===== config.mk =====
export PLATFORM = sky130hd
export DESIGN_NAME = peridot_byte2packet
export DESIGN_NICKNAME = d
export VERILOG_FILES = /design/src/rtl/peridot_hostbridge_pkg.sv /design/src/rtl/peridot_byte2packet.sv
export SDC_FILE = /design/constraint.sdc
export NUM_CORES = 1
export LEC_CHECK = 0
export ABC_AREA = 1
export CAP_MARGIN = 30
export CORE_ASPECT_RATIO = 0.7
export CORE_MARGIN = 2
export CORE_UTILIZATION = 38
export CTS_CLUSTER_SIZE = 20
export DETAILED_ROUTE_END_ITERATION = 7
export PLACE_DENSITY = 0.73
export SETUP_SLACK_MARGIN = 0.4
export SYNTH_ARGS = -nofsm -noshare
export SYNTH_HDL_FRONTEND = slang
export SYNTH_SLANG_ARGS = --single-unit

===== constraint.sdc =====
create_clock -name clk -period 1.8 [get_ports clk]
set_clock_uncertainty 0.1 [all_clocks]
set_input_delay 0.18 -clock clk [delete_from_list [all_inputs] [get_ports clk]]
set_output_delay 0.18 -clock clk [all_outputs]
set_load 0.02 [all_outputs]

===== src/rtl/peridot_hostbridge_pkg.sv =====
// Shared host-bridge definitions: byte-stream control codes and
// the byte<->packet framing state encoding.
package peridot_hostbridge_pkg;

  localparam logic [7:0] SOP_CODE     = 8'h7A;
  localparam logic [7:0] EOP_CODE     = 8'h7B;
  localparam logic [7:0] CHANNEL_CODE = 8'h7C;
  localparam logic [7:0] ESC_CODE     = 8'h7D;
  localparam logic [7:0] ESC_XOR      = 8'h20;

  typedef enum logic [1:0] {
    IDLE = 2'd0,
    DATA = 2'd1,
    CHAN = 2'd2
  } b2p_state_e;

  function automatic logic is_code(input logic [7:0] b);
    return (b == SOP_CODE) || (b == EOP_CODE) ||
           (b == CHANNEL_CODE) || (b == ESC_CODE);
  endfunction

endpackage


===== src/rtl/peridot_byte2packet.sv =====
// Byte stream -> Avalon-ST packet decoder with SOP/EOP/channel.
// Ports: in_* byte sink, out_* packet source, framing_error pulse.
module peridot_byte2packet
  import peridot_hostbridge_pkg::*;
#(
  parameter int    CHANNEL_WIDTH       = 8,
  parameter string DROP_OUTSIDE_PACKET = "ENABLE"
) (
  input  logic                     clk,
  input  logic                     reset_n,
  output logic                     in_ready,
  input  logic                     in_valid,
  input  logic [7:0]               in_data,
  input  logic                     out_ready,
  output logic                     out_valid,
  output logic [7:0]               out_data,
  output logic                     out_startofpacket,
  output logic                     out_endofpacket,
  output logic [CHANNEL_WIDTH-1:0] out_channel,
  output logic                     framing_error
);

  localparam bit DROP = (DROP_OUTSIDE_PACKET == "ENABLE");

  b2p_state_e               state;
  b2p_state_e               prev_state;
  logic                     esc;
  logic                     sop_pend;
  logic                     eop_pend;
  logic [CHANNEL_WIDTH-1:0] chan_reg;

  logic       accept;
  logic       raw;
  logic       in_chan;
  logic       in_pkt;
  logic [7:0] lit;
  logic       hit_esc;
  logic       chan_err;
  logic       chan_load;
  logic       hit_sop;
  logic       sop_err;
  logic       eop_any;
  logic       hit_eop;
  logic       eop_err;
  logic       hit_chan;
  logic       is_data;
  logic       emit;
  logic       data_drop;
  logic       fe_next;

  assign in_ready = !out_valid || out_ready;

  // Decode flags are mutually exclusive; "raw" means the byte
  // may be a control code (i.e. it is not escaped).
  always_comb begin
    accept    = in_valid && in_ready;
    raw       = accept && !esc;
    in_chan   = (state == CHAN);
    in_pkt    = (state == DATA);
    lit       = esc ? (in_data ^ ESC_XOR) : in_data;
    hit_esc   = raw && (in_data == ESC_CODE);
    chan_err  = raw && in_chan && (in_data == CHANNEL_CODE);
    chan_load = accept && in_chan && !hit_esc && !chan_err;
    hit_sop   = raw && !in_chan && (in_data == SOP_CODE);
    sop_err   = hit_sop && in_pkt && !eop_pend;
    eop_any   = raw && !in_chan && (in_data == EOP_CODE);
    hit_eop   = eop_any && !eop_pend;
    eop_err   = eop_any && eop_pend;
    hit_chan  = raw && !in_chan && (in_data == CHANNEL_CODE);
    is_data   = accept && !in_chan && !(raw && is_code(in_data));
    emit      = is_data && (in_pkt || !DROP);
    data_drop = is_data && !in_pkt && DROP;
    fe_next   = chan_err || sop_err || eop_err || data_drop;
  end

  always_ff @(posedge clk or negedge reset_n) begin
    if (!reset_n) begin
      out_valid         <= 1'b0;
      out_data          <= '0;
      out_startofpacket <= 1'b0;
      out_endofpacket   <= 1'b0;
      out_channel       <= '0;
      framing_error     <= 1'b0;
      state             <= IDLE;
      prev_state        <= IDLE;
      esc               <= 1'b0;
      sop_pend          <= 1'b0;
      eop_pend          <= 1'b0;
      chan_reg          <= '0;
    end else begin
      framing_error <= fe_next;
      if (accept) esc <= hit_esc;
      if (out_ready) out_valid <= 1'b0;
      unique case (1'b1)
        hit_sop: begin
          sop_pend <= 1'b1;
          eop_pend <= 1'b0;
          state    <= DATA;
        end
        hit_eop: eop_pend <= 1'b1;
        hit_chan: begin
          prev_state <= state;
          state      <= CHAN;
        end
        chan_load: begin
          chan_reg <= lit[CHANNEL_WIDTH-1:0];
          state    <= prev_state;
        end
        emit: begin
          out_valid         <= 1'b1;
          out_data          <= lit;
          out_startofpacket <= in_pkt && sop_pend;
          out_endofpacket   <= in_pkt && eop_pend;
          out_channel       <= chan_reg;
          if (in_pkt) begin
            sop_pend <= 1'b0;
            eop_pend <= 1'b0;
            if (eop_pend) state <= IDLE;
          end
        end
        default: ;
      endcase
    end
  end

endmodule


# Yosys cells after proc, flatten, opt, wreduce, memory -nomap -nowiden
# Cells that the tools add are included.
[word_totals]
register_bits = 35
in_bits = 12
out_inout_bits = 21
[op_classes]
eq_ne = 8
muxes = 9
bitwise = 1
reduce_logical = 45
[op_table]
columns = ["op", "n"]
rows = [
  ["equality test 8 x 7 -> 1 bit, second input constant", 4],
  ["logical AND 1 bit", 23],
  ["logical NOT 1 bit", 8],
  ["case mux 2 bit (4 select lines)", 1],
  ["logical OR 1 bit", 7],
  ["2-to-1 mux 6 bit", 1],
  ["2-to-1 mux 2 bit", 2],
  ["inequality test 2 bit, second input constant", 2],
  ["AND reduction 2 bit", 2],
  ["nonzero test 2 bit", 2],
  ["nonzero test 4 bit", 1],
  ["2-to-1 mux 1 bit", 3],
  ["case mux 1 bit (3 select lines)", 1],
  ["AND reduction 3 bit", 1],
  ["nonzero test 3 bit", 1],
  ["equality test 2 x 1 -> 1 bit, second input constant", 1],
  ["equality test 2 bit, second input constant", 1],
  ["case mux 1 bit (2 select lines)", 1],
  ["inverter 1 bit", 1],
]

# Depth between registers and ports, before layout
[depth]
depth_word = 11
ltp_mapped = 13

# Worst setup path before layout
# Ideal clock, no wire load.
[synth_path]
kind = "register to register"
from = "register out_valid"
to = "register state[1]"
setup_ps = 119
arrival_time_ps = 1461
slack_ps = 120
path_stages_with_launch = 11
path_buffers = 0
synth_period_minus_slack_ps = 1680
path_cell_list = "dfrtp_1 -> nand2_1 -> nand2_1 -> nor2_1 -> nand2_1 -> nor2_2 -> nor2_2 -> nand3_1 -> nand2_1 -> nand2_1 -> nand2_1"
[synth_via]
elab_chain_len = 10
elab_cells_between_ends = 25
cone_classes = "eq/ne: 2; mux: 1; reduce/logical: 22"
[synth_lines]
columns = ["element", "line_no", "source"]
rows = [
  ["start, declared", "peridot_byte2packet.sv:15", "output logic out_valid,"],
  ["start signal, assigned", "peridot_byte2packet.sv:78", "out_valid <= 1'b0;"],
  ["start signal, assigned", "peridot_byte2packet.sv:93", "if (out_ready) out_valid <= 1'b0;"],
  ["start signal, assigned", "peridot_byte2packet.sv:110", "out_valid <= 1'b1;"],
  ["logical NOT 1 bit *", "peridot_byte2packet.sv:51", "assign in_ready = !out_valid || out_ready;"],
  ["logical OR 1 bit *", "peridot_byte2packet.sv:51", ""],
  ["via in_ready", "peridot_byte2packet.sv:11", "output logic in_ready,"],
  ["logical AND 1 bit *", "peridot_byte2packet.sv:56", "accept = in_valid && in_ready;"],
  ["logical AND 1 bit", "peridot_byte2packet.sv:57", "raw = accept && !esc;"],
  ["logical AND 1 bit, on equally long branches", "peridot_byte2packet.sv:61, peridot_byte2packet.sv:62, peridot_byte2packet.sv:70", ""],
  ["logical NOT 1 bit, or another cell as far along", "peridot_byte2packet.sv:63", "chan_load = accept && in_chan && !hit_esc && !chan_err;"],
  ["logical AND 1 bit, or another cell as far along", "peridot_byte2packet.sv:63", ""],
  ["logical AND 1 bit, on equally long branches", "peridot_byte2packet.sv:63, peridot_byte2packet.sv:71", ""],
  ["nonzero test 4 bit (no source line) / inequality test 2 bit (equally long branches)", "n/a", ""],
  ["AND reduction 3 bit (no source line)", "n/a", ""],
  ["end signal, assigned", "peridot_byte2packet.sv:107", "state <= prev_state;"],
  ["end, declared", "peridot_byte2packet.sv:25", "b2p_state_e state;"],
]
# Mark *: on every way through the listed nets, which the timed path passes. The rest lies on a longest branch.
# A chain may end at the register's enable or synchronous reset.

# Final worst setup path
[layout_path]
from = "register out_valid"
to = "register prev_state[1]"
[layout_via]
elab_chain_len = 6
[layout_lines]
columns = ["element", "line_no", "source"]
rows = [
  ["logical NOT 1 bit", "peridot_byte2packet.sv:51", ""],
  ["logical OR 1 bit", "peridot_byte2packet.sv:51", ""],
  ["logical AND 1 bit", "peridot_byte2packet.sv:56", ""],
  ["logical AND 1 bit", "peridot_byte2packet.sv:57", ""],
  ["logical AND 1 bit (2 in a row)", "peridot_byte2packet.sv:69", "hit_chan = raw && !in_chan && (in_data == CHANNEL_CODE);"],
  ["end signal, assigned", "peridot_byte2packet.sv:102", "prev_state <= state;"],
  ["end, declared", "peridot_byte2packet.sv:26", "b2p_state_e prev_state;"],
]
# Every way passes these cells.

==> impl_metrics.json <==
{
  "status": "finished, final reports clean",
  "hold_start": "in_data[0]",
  "cp_cell_sequence": "nand2_4 > nand2_4 > inv_4 > nand2_4 > buf_6 > nor2_4 > mux2_1",
  "yosys-top-cells-area": "dfrtp_1, nand2_1, inv_1",
  "reg2reg_depth": 7,
  "finalWeightedCongestion": 0.832,
  "slowest_delay_ps": 420,
  "grt_use_total_pct": 20.9,
  "viasPerCell": 4.83,
  "cap_viol_max_count": 0,
  "seq_area_sq_um": 877,
  "ioPinCount": 33,
  "die-area_sq_um": 4610,
  "chipWidth_um": 80.3,
  "post-synth-top-area-cell": "dfrtp_1",
  "synthCells": 186,
  "synth_nets": 198,
  "syn_area_sq_um": 1550,
  "power_density_nw_per_um2": 1240,
  "n_antenna_cell": 0,
  "clkSinkCount": 35,
  "layout_setup_ws_ps": 236,
  "reg2reg_from": "out_valid",
  "dp.cells": 288,
  "layout.cells.non_filler": 316,
  "start_util_pct": 39.5,
  "min_period_over_period_pct": 86.9,
  "arrival_ps": 1630,
  "htreeDepth": 2,
  "synth_cell_types": 22,
  "synth_xor_area_share_pct": 0.565,
  "firstDrtPassIters": 4,
  "p_leak_nw": 1.44,
  "nFillCells": 284,
  "cpMostUsedCell": "nand2_4",
  "fin_util_pct": 70.2,
  "path_delay_family": "flip-flops",
  "yosysWarnings": 0,
  "final_antenna_net_count": 0,
  "multiInputGateArea_sq_um": 863,
  "grt_remaining_overflow": 0,
  "r2r-end": "prev_state[1]",
  "drt_iter0_markers": 98,
  "cp_max_fo": 3,
  "path_class": "reg -> reg",
  "cts.clk_slew.worst_paths_ps": 70,
  "synth_top_area_share_pct": 56.5,
  "fmax_mhz": 639,
  "finalSetupViolations": 0,
  "critPathCaptureType": "flop",
  "synthMuxAreaShare_pct": 0.727,
  "avgSynthCellArea_sq_um": 8.33,
  "worstPathRequired_ps": 1870,
  "synth_compound_area_share_pct": 8.40,
  "hold_viol": 0,
  "min_path_type": "in -> reg",
  "ys_ff_latch": 35,
  "vias": 1525,
  "critPathSlowestCell": "dfrtp_2",
  "ys_seq_area_share_pct": 56.5,
  "first_global_vias": 1464,
  "max_slew_margin_pct": 59.6,
  "syn_to_final_growth_pct": 77.8,
  "crit_buf_inv": 2,
  "cts_tree": "yes",
  "synth_top_family_by_area": "simple AND/OR/NAND/NOR gates",
  "rsz0062_at_grt": "true",
  "drive_above_1_share_pct": 50.8,
  "hold_path_depth": 3,
  "holdWs_ps": 111,
  "die_y_um": 57.4,
  "r2r_slack_ps": 240,
  "avgRoutedWirePerCell_um": 15.6,
  "maxSlewViolCount": 0,
  "tightestPinTransition_ps": 604,
  "clockBufferDepth": 2,
  "antenna_found_initial": 0,
  "grt_pass1_wl_um": 7020,
  "core_area_sq_um": 3920,
  "drt_wl_total_um": 4930,
  "ir_drop_mv": 0.789,
  "portBuffers": 32,
  "period_minus_slack_ps": 1560,
  "nets": 275,
  "crit_path_start_kind": "flop",
  "clock-root-buffer": "clkbuf_8",
  "rows": 19,
  "dp_hpwl_um": 2550,
  "drc": 0,
  "grt_max_degree": 20,
  "min_to": "chan_reg[0]",
  "numCtsBuffers": 5,
  "hold_buffers": 0,
  "clk_latency_ps": 290,
  "synth_simple_gate_area_share_pct": 25.8,
  "pre_cts_ws_ps": -175,
  "synth_fa_ha_area_share_pct": 0
}
## logic make-up after synthesis
logic type             count (synthesis)
AO/OA/AOI/OAI                         25
XOR/XNOR                               1
buffers and inverters                 29
flip-flops                            35
multiplexers                           1
AND/OR/NAND/NOR                       95
## worst max path at each step
| stage | end | depth (start not counted) | startpoint |
|---|---|---|---|
| 6_report | prev_state[1] | 7 | out_valid |
| 5_1_grt | state[1] | 14 | in_data[2] |
| 4_1_cts | state[0] | 12 | out_valid |
| 3_5_place_dp | state[1] | 11 | in_data[6] |
| 3_3_place_gp | state[1] | 11 | in_data[5] |
| 2_1_floorplan | state[0] | 10 | out_valid |
## worst min-delay path, stage by stage
cell and delay (ps):
clkbuf_2 170, nand2_4 70, o21ai_2 50
## cells in the mapped netlist, drive strengths merged
master and instances:
a21oi 2, buf 4, clkinv 1, dfrtp 35
inv 24, mux2 1, nand2 67, nand3 9
nand4 1, nor2 17, nor3 1, o21a 1
o21ai 21, o21bai 1, xor2 1
## layout by cell type, fill, tap and decap left out, types with 2 or more instances in the layout
master | Yosys | routed
buf_12 | 0 | 5
buf_16 | 0 | 3
buf_4 | 3 | 23
buf_6 | 0 | 10
clkbuf_2 | 0 | 2
clkbuf_8 | 0 | 5
clkdlybuf4s50_1 | 0 | 2
dfrtp_1 | 35 | 34
dlygate4sd2_1 | 0 | 27
inv_1 | 20 | 14
inv_2 | 3 | 5
inv_4 | 1 | 4
nand2_1 | 65 | 22
nand2_2 | 2 | 26
nand2_4 | 0 | 19
nand3_1 | 8 | 6
nand3_2 | 0 | 2
nor2_1 | 13 | 6
nor2_2 | 4 | 4
nor2_4 | 0 | 7
o21ai_1 | 13 | 8
o21ai_2 | 0 | 12
## repair_timing
action,CTS,global route
setup endpoints to repair,55,35
buffers inserted,14,2
resized for setup,72,74
gates cloned,4,0
pin swaps,16,14
## metrics by stage
stage	setup TNS (ps)	power [mW]	area [sq um]
final	0	3.40	2750
after floorplan	0	1.79	1590
after detailed placement	-3560	2.42	2150
after global placement	-2440	2.40	2150
after CTS	0	3.15	2520
after global routing	0	3.59	2750
## report_power, final
part	switching [mW]	internal [mW]
combinational	0.876	0.758
clock	0.300	0.271
sequential	0.181	1.02
## layer usage
layer | vias to the layer above | wire (um) | global-route usage (%)
met3 | 7 | 215 | 6.49
li1 | 731 | - | -
met2 | 31 | 2470 | 32.3
met4 | 0 | 79 | 7.99
met1 | 756 | 2170 | 27.7
met5 | - | 0 | 0
## layout make-up
| cell class | count | share of cell area [%] |
|---|---|---|
| tap | 52 | 2.36 |
| clock inverter | 2 | 0.454 |
| sequential | 35 | 31.8 |
| timing repair buffer | 74 | 27.3 |
| multi-input combinational | 122 | 31.3 |
| inverter | 25 | 4.04 |
| clock buffer | 6 | 2.64 |
Power figures use the tool's default switching activity.
